===== src/rtl/decompressor_stream_parser.sv =====
// LZRW1 stream front end: splits control-byte groups into literal/copy items
// and presents them one at a time to decompressor_top, paced by its busy flag.
module decompressor_stream_parser #(
  parameter int unsigned GROUP_SIZE  = 8,
  parameter int unsigned COUNT_WIDTH = 16
) (
  input  logic                   clock,
  input  logic                   reset,
  input  logic [7:0]             in_byte,
  input  logic                   in_valid,
  input  logic                   in_last,
  output logic                   in_ready,
  output logic [15:0]            data_out,
  output logic                   control_word_out,
  output logic                   data_out_valid,
  input  logic                   decompressor_busy,
  output logic                   done,
  output logic                   protocol_error,
  output logic [COUNT_WIDTH-1:0] item_count
);

  typedef enum logic [1:0] {
    S_CTRL,
    S_ITEM1,
    S_ITEM2,
    S_PRESENT
  } state_t;

  state_t                 state_q;
  logic [7:0]             ctrl_q;
  logic [2:0]             idx_q;
  logic [7:0]             hi_q;
  logic                   last_pending_q;
  logic [15:0]            data_q;
  logic                   cw_q;
  logic                   valid_q;
  logic                   done_q;
  logic                   perr_q;
  logic [COUNT_WIDTH-1:0] count_q;

  logic take;
  logic accept;
  logic is_copy;

  assign in_ready = !reset && (state_q != S_PRESENT);
  assign take     = in_valid && in_ready;
  assign accept   = valid_q && !decompressor_busy;
  // Item 0 uses the MSB of the control byte.
  assign is_copy  = ctrl_q[3'd7 - idx_q];

  always_ff @(posedge clock or posedge reset) begin
    if (reset) begin
      state_q        <= S_CTRL;
      ctrl_q         <= '0;
      idx_q          <= '0;
      hi_q           <= '0;
      last_pending_q <= 1'b0;
      data_q         <= '0;
      cw_q           <= 1'b0;
      valid_q        <= 1'b0;
      done_q         <= 1'b0;
      perr_q         <= 1'b0;
      count_q        <= '0;
    end else begin
      done_q <= 1'b0;
      unique case (state_q)
        S_CTRL: begin
          if (take) begin
            ctrl_q <= in_byte;
            idx_q  <= '0;
            if (in_last) done_q  <= 1'b1;
            else         state_q <= S_ITEM1;
          end
        end
        S_ITEM1: begin
          if (take) begin
            if (is_copy) begin
              // High byte is kept aside so a truncated copy never disturbs data_out.
              hi_q <= in_byte;
              if (in_last) begin
                perr_q  <= 1'b1;
                state_q <= S_CTRL;
              end else begin
                state_q <= S_ITEM2;
              end
            end else begin
              data_q         <= {8'h00, in_byte};
              cw_q           <= 1'b0;
              last_pending_q <= in_last;
              valid_q        <= 1'b1;
              state_q        <= S_PRESENT;
            end
          end
        end
        S_ITEM2: begin
          if (take) begin
            data_q         <= {hi_q, in_byte};
            cw_q           <= 1'b1;
            last_pending_q <= in_last;
            valid_q        <= 1'b1;
            state_q        <= S_PRESENT;
          end
        end
        S_PRESENT: begin
          if (accept) begin
            valid_q <= 1'b0;
            count_q <= count_q + COUNT_WIDTH'(1);
            if (last_pending_q) begin
              done_q  <= 1'b1;
              state_q <= S_CTRL;
            end else if (idx_q == 3'(GROUP_SIZE - 1)) begin
              state_q <= S_CTRL;
            end else begin
              idx_q   <= idx_q + 3'd1;
              state_q <= S_ITEM1;
            end
          end
        end
        default: state_q <= S_CTRL;
      endcase
    end
  end

  assign data_out         = data_q;
  assign control_word_out = cw_q;
  assign data_out_valid   = valid_q;
  assign done             = done_q;
  assign protocol_error   = perr_q;
  assign item_count       = count_q;

endmodule


===== config.mk =====
export PLATFORM = sky130hd
export DESIGN_NAME = decompressor_stream_parser
export DESIGN_NICKNAME = d
export VERILOG_FILES = /design/src/rtl/decompressor_stream_parser.sv
export SDC_FILE = /design/constraint.sdc
export NUM_CORES = 1
export LEC_CHECK = 0
export BUFFER_PORTS_ARGS = -buffer_cell sky130_fd_sc_hd__buf_2
export CAP_MARGIN = 20
export CORE_MARGIN = 1
export CORE_UTILIZATION = 51
export DETAILED_ROUTE_END_ITERATION = 8
export PLACE_DENSITY = 0.74
export SLEW_MARGIN = 20
export SYNTH_ARGS = -nofsm -noshare
export SYNTH_HDL_FRONTEND = slang
export SYNTH_SLANG_ARGS = --single-unit

===== constraint.sdc =====
create_clock -name clock -period 5.3 [get_ports clock]
set_input_delay 0.265 -clock clock [delete_from_list [all_inputs] [get_ports clock]]
set_output_delay 0.265 -clock clock [all_outputs]
set_load 0.02 [all_outputs]

== Word-level counts from Yosys, hierarchy flattened ==
Index checks and enable logic that the tools add are counted.
Storage, ports and cells
  register bits after elaboration: 58
  input port bits: 13
  output and inout port bits: 37
  logic and storage cells: 83
Operators by class
  $add $sub $neg: 3
  magnitude comparators: 1
  equality and inequality tests: 13
  muxes and demuxes: 38
  reduce and logical (&&, ||, !) cells: 17
Operator list (number)
  2-to-1 mux 16 bit: 3
  case mux 16 bit (2 select lines): 1
  != test 2 bit (second input constant): 9
  adder 16 x 1 -> 16 bit (second input constant): 1
  2-to-1 mux 1 bit: 16
  AND reduction 5 bit: 3
  2-to-1 mux 2 bit: 7
  2-to-1 mux 3 bit: 4
  case mux 2 bit (4 select lines): 1
  AND reduction 4 bit: 2
  case mux 1 bit (2 select lines): 3
  case mux 3 bit (2 select lines): 1
  == test 2 bit (second input constant): 2
  < comparator 3 x 4 -> 1 bit (second input constant): 1
  AND reduction 2 bit: 2
  nonzero test 2 bit: 2
  adder 3 x 1 -> 3 bit (second input constant): 1
  binary-select mux 1 bit (select 3 bit): 1
  == test 3 bit (second input constant): 1
  logical AND 1 bit: 3
  case mux 1 bit (3 select lines): 1
  AND reduction 3 bit: 1
  nonzero test 3 bit: 1
  subtractor 3 bit (first input constant): 1
  3 further kinds: 4

== Depth between registers and ports, before layout ==
Gate-level depths: netlist of the first run.
  depth after elaboration: 6
  depth in mapped cells: 7
  depth with buffers taken out: 6

== Least setup slack after synthesis of the first run ==
OpenSTA, ideal clock, no wires.
  kind: register to register
  start: register state_q[0]
  end: register idx_q[0]
  setup time: 0.125 ns
  arrival: 1.767 ns
  required time: 5.175 ns
  setup slack: 3.409 ns
  stages on the path, launching flop included: 5
  buffers on the path: 0
  period minus slack after synthesis: 1.891 ns
  cell sequence: dfrtp_1 -> ha_1 -> or3b_2 -> a21oi_2 -> mux2_2
Between the ends
  longest elaborated chain between the ends: 5
  elaborated cells between the ends (all ways): 12
  classes of those cells: 6 x eq/ne; 1 x mux; 5 x reduce/logical
RTL lines
  start, declared: RTL line 29  | state_t state_q;
  start signal, assigned: RTL line 53  | state_q <= S_CTRL;
  start signal, assigned: RTL line 72  | else state_q <= S_ITEM1;
  start signal, assigned: RTL line 82  | state_q <= S_CTRL;
  != test 2 bit: RTL line 45  | assign in_ready = !reset && (state_q != S_PRESENT);
  logical AND 1 bit: RTL line 45
  logical AND 1 bit: RTL line 46  | assign take = in_valid && in_ready;
  != test 2 bit (no source line)
  AND reduction 5 bit (no source line)
  end signal, assigned: RTL line 114  | idx_q <= idx_q + 3'd1;
  end, declared: RTL line 31  | logic [2:0] idx_q;
Parallel ways exist; a longest one is shown, timed or not.
A chain may end at the register's enable or synchronous reset.

== Worst setup path after layout of the first run ==
  start: register state_q[0]
  end: register hi_q[1]
Between the ends
  longest elaborated chain between the ends: 4
  elaborated cells between the ends (all ways): 5
  classes of those cells: 2 x eq/ne; 3 x reduce/logical
RTL lines
  != test 2 bit: RTL line 45
  logical AND 1 bit: RTL line 45
  logical AND 1 bit: RTL line 46
  AND reduction 3 bit (no source line) *
  end signal, assigned: RTL line 79  | hi_q <= in_byte;
  end, declared: RTL line 32  | logic [7:0] hi_q;
Every way passes the cells marked *; elsewhere a longest branch is shown, timed or not.

==> results of run 1 <==
-- cell usage after synthesis, types with 2 or more instances --
cell type	n	area (um^2)
nand3_1	6	30.0
nor2b_1	2	12.5
nand2_1	29	109
nand2b_1	2	12.5
mux2_2	10	113
o32ai_1	9	78.8
ha_1	7	87.6
clkbuf_1	2	7.51
xor2_1	3	26.3
buf_2	2	10.0
inv_1	24	90.1
nor4_1	3	18.8
nor2_1	9	33.8
a21oi_1	2	10.0
nand4_1	4	25.0
o22ai_1	7	43.8
o31ai_1	2	15.0
and3_1	3	18.8
dfrtp_1	58	1450
mux2_4	3	45.0
buf_6	4	45.0
o21ai_0	2	10.0
xnor2_1	12	105
mux2i_1	12	120
-- routing by layer --
layer  track usage  share of wire  vias up
li1              -              -      964
met1         0.258           0.46      990
met2         0.319           0.48       56
met3        0.0599          0.045       10
met4        0.0942          0.019        0
met5             0              0        -
-- flip-flops by register name (all words and copies together), names as in the netlist, 3 cells and up, named ones only --
signal / count
item_count: 16
idx_q: 3
data_out: 16
hi_q: 8
ctrl_q: 8
-- worst max-delay path, stage by stage (launching register included) --
cell     delay, ns
dfrtp_1       0.43
ha_1          0.41
nor3b_4       0.47
nand2_1       0.20
nor3_2        0.78
mux2i_1       0.29
-- worst max path at each step --
stage	end	slack [ns]	cells past startpoint
floorplan	idx_q[0]	3.41	4
global placement	hi_q[3]	2.81	5
detailed placement	hi_q[3]	2.71	5
CTS	hi_q[1]	2.64	5
global route	hi_q[1]	2.47	5
finish	hi_q[1]	2.65	5
-- cells by family (layout without fill, tap and decap cells) --
| logic type | count (synthesis) | count (layout) |
|---|---|---|
| XOR/XNOR | 15 | 15 |
| AO/OA/AOI/OAI | 38 | 38 |
| buffers and inverters | 33 | 92 |
| adder cells (fa/ha/maj) | 7 | 7 |
| multiplexers | 26 | 26 |
| flip-flops | 58 | 58 |
| AND/OR/NAND/NOR | 66 | 66 |
-- power groups by stage --
stage               clock [mW]  sequential, mW  combinational [mW]
floorplan                    0           0.781               0.489
global placement             0           0.697               0.724
detailed placement           0           0.706               0.739
CTS                      0.354           0.698               0.744
global route             0.373           0.718               0.807
finish                   0.344           0.698               0.742
-- area by class of cell --
cell class	count	share of cell area
inverter	25	0.0287
clock buffer	13	0.0455
sequential	58	0.444
multi-input combinational	152	0.370
timing repair buffer	51	0.0803
clock inverter	3	0.00459
tap	70	0.0268
-- what timing repair did --
action,CTS,global route
hold endpoints to repair,19,0
hold buffers,1,0
buffers inserted,0,0
==> results.json, run 1 <==
{
  "design_area_um2": 3270,
  "net-switching-power_uw": 705,
  "final_cells": 372,
  "cp.required_ns": 5.55,
  "ff2ff_path_depth": 5,
  "layout_commonest_cell": "dfrtp_1",
  "drt.antenna.violating_nets": 0,
  "cts-root-buf": "clkbuf_8",
  "fin_util": 0.628,
  "grt_pass1_vias": 1944,
  "holdWs_ns": 0.181,
  "p_seq_frac": 0.391,
  "grt_max_degree": 40,
  "gr-usage-all-layers": 0.203,
  "hp-class": "in2reg",
  "dieArea_um2": 5830,
  "fmax_mhz": 377,
  "die_y_um": 76.3,
  "syn_area_per_cell_um2": 11.6,
  "die_w_um": 76.3,
  "wl_per_cell_um": 14.7,
  "path_class": "reg2reg",
  "synth_mux_area_frac": 0.103,
  "cts_buffers": 9,
  "seqCellArea_um2": 1450,
  "syn_to_final_growth_pct": 16.0,
  "placedCellCount": 355,
  "path_max_fanout": 14,
  "antenna_found_initial": 0,
  "critPathLaunchType": "flop",
  "ctsResizeCount": 0,
  "hpwl_um": 3910,
  "coreArea_um2": 5200,
  "grt_pass1_wl_um": 9090,
  "mostFrequentLayoutCells": "58 x dfrtp_1, 49 x buf_2, 29 x nand2_1, 23 x inv_1",
  "path_clk_slew_ns": 0.06,
  "cts.sinks": 58,
  "synthFlopType": "dfrtp_1",
  "end_kind": "flop",
  "dr.pass1.iters": 4,
  "synth_edf_count": 0,
  "holdPathStages": 2,
  "place.gp.congestion": 0.812,
  "p_comb_frac": 0.416,
  "relSlewSlack": 0.395,
  "vias": 2020,
  "drv_slew": 0,
  "cp.arrival_ns": 2.90,
  "syn_area_um2": 2820,
  "synth_top_family_by_area": "compound AO/OA/AOI/OAI gates",
  "worst_setup_path_startpoint": "state_q[0]",
  "final_hold_viol_count": 0,
  "clk_path_buf_depth": 2,
  "ys_types": 50,
  "drc_errors": 0,
  "peakVddDrop_v": 0.000322,
  "worst_slack_ns": 2.65,
  "holdPathEnd": "ctrl_q[7]",
  "fin_tns_setup_ns": 0,
  "row_count": 26,
  "leakagePower_nw": 1.59,
  "n_antenna_cell": 0,
  "htreeDepth": 3,
  "io_buffers": 49,
  "rr_startpoint": "state_q[0]",
  "finalCritPeriodShare": 0.501,
  "p_total_mw": 1.78,
  "synth-compound-area-share": 0.128,
  "drv_cap": 0,
  "multiInputGateArea_um2": 1210,
  "first_iter_violations": 77,
  "drive_gt1_frac": 0.298,
  "dpl_cell_area_um2": 3100,
  "synth_nets": 263,
  "setup_viol_count_final": 0,
  "ioPinCount": 50,
  "via_per_inst": 5.43,
  "rrSetupSlack_ns": 2.65,
  "n_fill_cell": 441,
  "clkPwrFrac": 0.193,
  "yosys.area_share.adder": 0.0311,
  "nNetsFinal": 317,
  "power.density_nw_per_um2": 546,
  "period_minus_slack_ns": 2.65,
  "yosys.area_share.simple": 0.122,
  "internal-power_mw": 1.08,
  "synthXorXnorAreaFrac": 0.0466,
  "rsz0062_at_grt": "false",
  "clock_latency_ns": 0.33,
  "synthArstFlopShare": 1.00,
  "synth_seq_area_share": 0.515,
  "hold_path.startpoint": "in_byte[7]",
  "yosysWarnings": 0,
  "status": "finished, final reports clean",
  "syn_inst": 243,
  "routed_wirelength_um": 5470,
  "fin_skew_ns": 0.00515,
  "r2r_end": "hi_q[1]",
  "pre_cts_slack_ns": 2.71,
  "initial_core_util": 0.542,
  "cts_tree": "done",
  "ys_seq_elements": 58,
  "worst_pin_slew_ns": 0.902,
  "netSwitchingFraction": 0.395,
  "grt-ovfl-total": 0
}
(Power assumes the default switching activity.)
==> run 2: changes to the inputs <==
--- a/config.mk
+++ b/config.mk
@@ -8,9 +8,9 @@
 export BUFFER_PORTS_ARGS = -buffer_cell sky130_fd_sc_hd__buf_2
 export CAP_MARGIN = 20
 export CORE_MARGIN = 1
-export CORE_UTILIZATION = 51
+export CORE_UTILIZATION = 50
 export DETAILED_ROUTE_END_ITERATION = 8
-export PLACE_DENSITY = 0.74
+export PLACE_DENSITY = 0.75
 export SLEW_MARGIN = 20
 export SYNTH_ARGS = -nofsm -noshare
 export SYNTH_HDL_FRONTEND = slang
==> constraint.sdc (replaced) <==
create_clock -name clock -period 2.2 [get_ports clock]
set_input_delay 0.11 -clock clock [delete_from_list [all_inputs] [get_ports clock]]
set_output_delay 0.11 -clock clock [all_outputs]
set_load 0.02 [all_outputs]
==> run 2 against run 1 <==
Net effect: non-clock buffer count rose by 4; final cell count rose by 1.1%; via count rose by 2.2%; global-route usage rose by 2.3 points; clock power rose to 3.6 times the previous value; critical path depth fell by 1; highest routed layer unchanged.
==> results.json, run 2 (synthesis results as in run 1) <==
{
  "status": "finished, final reports clean",
  "p_seq_frac": 0.355,
  "critPathMaxStageDelay_ns": 0.56,
  "dr.pass1.iters": 4,
  "first_iter_violations": 75,
  "setup_viol_count_final": 0,
  "path_max_fanout": 9,
  "hpwl_um": 4160,
  "initial_core_util": 0.535,
  "htreeDepth": 3,
  "grt_pass1_wl_um": 10100,
  "worst_pin_slew_ns": 0.525,
  "grt_max_degree": 36,
  "final_hold_viol_count": 0,
  "nNetsFinal": 321,
  "grt-ovfl-total": 0,
  "clk_path_buf_depth": 2,
  "drive_gt1_frac": 0.317,
  "relSlewSlack": 0.649,
  "syn_to_final_growth_pct": 20.8,
  "worst-path-buf-inv": 0,
  "design_area_um2": 3410,
  "leakagePower_nw": 1.65,
  "net-switching-power_mw": 1.76,
  "die_y_um": 77.1,
  "p_total_mw": 4.76,
  "clkPwrFrac": 0.261,
  "period_minus_slack_ns": 2.00,
  "finalCritPeriodShare": 0.911,
  "fin_skew_ns": 0.00589,
  "power.density_nw_per_um2": 1400,
  "dieArea_um2": 5940,
  "end_kind": "flop",
  "cts_tree": "done",
  "die_w_um": 77.1,
  "cp.required_ns": 2.41,
  "gr-usage-met1": 0.265,
  "mostFrequentLayoutCells": "58 x dfrtp_1, 49 x buf_2, 29 x nand2_1, 23 x inv_1",
  "drv_slew": 0,
  "place.gp.congestion": 0.868,
  "drc_errors": 0,
  "grt_use_met3": 0.0643,
  "cts.sinks": 58,
  "path_class": "reg2reg",
  "netSwitchingFraction": 0.369,
  "coreArea_um2": 5270,
  "vias": 2065,
  "via_per_inst": 5.49,
  "crit_slowest_cell": "or3b_2",
  "grt_pass1_vias": 2166,
  "drt.antenna.violating_nets": 0,
  "critPathLaunchType": "flop",
  "rsz0062_at_grt": "false",
  "fin_tns_setup_ns": 0,
  "hp-class": "in2reg",
  "gr-usage-met2": 0.381,
  "p_comb_frac": 0.384,
  "n_antenna_cell": 0,
  "cp.arrival_ns": 2.22,
  "routed_wirelength_um": 5940,
  "io_buffers": 49,
  "fmax_mhz": 499,
  "wl_per_cell_um": 15.8,
  "crit_chain": "ha_1, or3b_2, nor2_4, mux2_2",
  "dpl_cell_area_um2": 3140,
  "drv_cap": 0,
  "antenna_found_initial": 0,
  "peakVddDrop_v": 0.000842,
  "crit_family": "simple AND/OR/NAND/NOR gates",
  "grt_most_used_layer": "met2",
  "layout_commonest_cell": "dfrtp_1",
  "ioPinCount": 50,
  "clock_latency_ns": 0.33,
  "cts-root-buf": "clkbuf_8",
  "seqCellArea_um2": 1450,
  "n_fill_cell": 438,
  "multiInputGateArea_um2": 1220,
  "internal-power_mw": 3.00,
  "cts_buffers": 9,
  "path_clk_slew_ns": 0.07,
  "row_count": 26,
  "gr-usage-all-layers": 0.226
}
[run 2: worst register-to-register path: stages, from the launching register on]
cell and delay (ns):
dfrtp_1 0.43, ha_1 0.28, or3b_2 0.56, nor2_4 0.25
mux2_2 0.37
[run 2: power groups by stage]
stage / sequential, mW / combinational, mW / clock [mW]
floorplan: 1.88 / 1.18 / 0
global placement: 1.69 / 1.75 / 0
detailed placement: 1.70 / 1.81 / 0
CTS: 1.69 / 1.83 / 1.26
global route: 1.74 / 1.99 / 1.32
finish: 1.69 / 1.83 / 1.24
[run 2: layer usage]
layer	up-vias	routed length [um]
met5	-	0
met4	0	91
met3	8	245
met2	62	2990
met1	1018	2620
li1	977	-
[run 2: timing repair]
item | 4_1_cts | 5_1_grt
setup endpoints to repair | 0 | 1
buffers inserted | 0 | 0
hold buffers | 1 | 0
hold endpoints to repair | 23 | 0
resized for setup | 0 | 1
[run 2: final cells by class]
class	instances	share of cell area
Clock buffer	11	0.0445
Clock inverter	5	0.0294
Inverter	25	0.0276
Multi-Input combinational cell	152	0.357
Sequential cell	58	0.426
Tap cell	70	0.0257
Timing Repair Buffer	55	0.0896
[run 2: per-stage QoR]
stage,cells,worst slack [ns],utilization,hold slack (ns)
final,376,0.195,0.646,0.0337
after global routing,376,0.100,0.646,0.0208
after CTS,376,0.165,0.645,0.0178
after detailed placement,359,0.201,0.596,0.222
after global placement,359,0.233,0.596,0.212
after floorplan,243,0.309,-,0.227
[run 2: worst paths after layout]
check,start,endpoint,slack [ns],cells after the start
min in group asynchronous,reset,done,0.41,3
min,in_byte[1],ctrl_q[1],0.03,2
max,state_q[0],ctrl_q[7],0.20,4
min reg2reg,protocol_error,protocol_error,0.46,1
max in group asynchronous,reset,data_out[13],1.22,4
max reg2reg,state_q[0],ctrl_q[7],0.20,4
==> run 3: changes to the inputs <==
==> constraint.sdc (replaced) <==
create_clock -name clock -period 1.8 [get_ports clock]
set_input_delay 0.09 -clock clock [delete_from_list [all_inputs] [get_ports clock]]
set_output_delay 0.09 -clock clock [all_outputs]
set_load 0.02 [all_outputs]
==> run 3 against run 2 <==
Net effect: clock skew up 0.0027 ns; via count up 4.4%; sequential share of layout area down 3.5 points; final cell count up 6.1%; setup slack worse by 0.15 ns; clock power up 6%; first-iteration DRC count up 120%; combinational power up 56%; fmax up 14%; routed wire length up 2.6%; utilization up 5.8 points; critical path depth up 3; critical path type unchanged; largest power group unchanged; highest routed layer unchanged.
==> results.json, run 3 (synthesis results as in run 1) <==
{
  "place.gp.congestion": 0.838,
  "status": "finished, final reports clean",
  "period_minus_slack_ns": 1.75,
  "fmax_mhz": 571,
  "grt-ovfl-total": 0,
  "vias": 2155,
  "worst_slack_ns": 0.0481,
  "worst_pin_slew_ns": 0.549,
  "drc_errors": 0,
  "coreArea_um2": 5270,
  "multiInputGateArea_um2": 1310,
  "holdWs_ns": 0.0140,
  "path_max_fanout": 9,
  "syn_to_final_growth_pct": 31.6,
  "crit_chain": "inv_1, ha_4, clkinvlp_4, buf_4, o31ai_4, buf_12, o32ai_1",
  "nNetsFinal": 344,
  "layout_commonest_cell": "dfrtp_1",
  "crit_slowest_cell": "dfrtp_1",
  "routed_wirelength_um": 6100,
  "htreeDepth": 3,
  "critPathMaxStageDelay_ns": 0.42,
  "first_iter_violations": 164,
  "path_clk_slew_ns": 0.07,
  "hp-class": "in2reg",
  "clk_path_buf_depth": 2,
  "row_count": 26,
  "mostFrequentLayoutCells": "57 x dfrtp_1, 49 x buf_2, 29 x nand2_1, 22 x inv_1, 16 x buf_4",
  "pre_cts_slack_ns": -0.0793,
  "via_per_inst": 5.40,
  "finalCritPeriodShare": 0.973,
  "critPathLaunchType": "flop",
  "die_y_um": 77.1,
  "cts_buffers": 9,
  "end_kind": "flop",
  "cp.required_ns": 2.01,
  "dr.pass1.iters": 4,
  "drive_gt1_frac": 0.392,
  "power.density_nw_per_um2": 1680,
  "wl_per_cell_um": 15.3,
  "antenna_found_initial": 0,
  "initial_core_util": 0.535,
  "path_class": "reg2reg",
  "n_antenna_cell": 0,
  "grt_pass1_wl_um": 9890,
  "cp.arrival_ns": 1.96,
  "drv_slew": 0,
  "grt_max_degree": 28,
  "crit_family": "buffers and inverters",
  "worst-path-buf-inv": 4,
  "cts.sinks": 58,
  "hpwl_um": 4120,
  "ioPinCount": 50,
  "clock_latency_ns": 0.34,
  "drv_cap": 0,
  "fin_skew_ns": 0.00854,
  "final_hold_viol_count": 0,
  "peakVddDrop_v": 0.000772,
  "die_w_um": 77.1,
  "io_buffers": 49,
  "cts_tree": "done",
  "n_fill_cell": 402,
  "dieArea_um2": 5940,
  "setup_viol_count_final": 0,
  "hold_path.startpoint": "in_byte[0]",
  "seqCellArea_um2": 1450,
  "leakagePower_nw": 1.76,
  "grt_pass1_vias": 2086,
  "gr-usage-all-layers": 0.217,
  "relSlewSlack": 0.634,
  "cts-root-buf": "clkbuf_8",
  "drt.antenna.violating_nets": 0
}
[run 3: cell count changes in the layout (fill, tap and decap cells not counted), moves of 3 or more]
cell           change
ha_4               +3
dlygate4sd3_1      +3
ha_1               -5
buf_4             +12
clkinvlp_4         +3
buf_12             +5
[run 3: stage by stage]
stage               cell area, um^2  setup TNS, ns  utilization  power [mW]  instances
floorplan                      2830         -0.160            -        3.77        243
finish                         3710              0        0.704        6.23        399
global route                   3710         -0.179        0.704        6.59        399
CTS                            3600              0        0.683        5.98        395
global placement               3320         -0.250        0.630        4.54        373
detailed placement             3320         -0.560        0.630        4.62        373
[run 3: area by class of cell]
cell class                 instances  share of cell area
clock inverter                     7              0.0253
sequential                        58               0.392
inverter                          25              0.0263
tap                               70              0.0236
clock buffer                       9              0.0334
multi-input combinational        153               0.352
timing repair buffer              77               0.148
[run 3: path summary, 6_finish.rpt]
check / to / slack [ns] / depth (start not counted)
worst max-delay path: last_pending_q / 0.05 / 7
worst min-delay path: ctrl_q[0] / 0.01 / 2
worst max register to register: last_pending_q / 0.05 / 7
worst min register to register: protocol_error / 0.46 / 1
max in group asynchronous: idx_q[0] / 0.86 / 4
min in group asynchronous: done / 0.39 / 3
[run 3: repair_timing]
item                                    in CTS  in global routing
hold endpoints to repair                    27                  0
pin swaps                                    2                  4
cloned                                       1                  0
resized for setup                            2                 18
hold buffers                                 4                  0
buffers inserted                             1                  4
endpoints found under the setup margin      11                 41
[run 3: per-layer routing]
metal | wire length, um | track usage | up-vias | share of wire
li1 | - | - | 1018 | -
met1 | 2690 | 0.281 | 1052 | 0.44
met4 | 172 | 0.123 | 0 | 0.028
met2 | 2960 | 0.339 | 70 | 0.49
met5 | 0 | 0 | - | 0
met3 | 278 | 0.0429 | 15 | 0.046
[run 3: where the power goes]
part	internal, mW	switching (mW)	total (mW)
clock	0.776	0.541	1.32
sequential	1.75	0.298	2.05
combinational	1.32	1.54	2.86
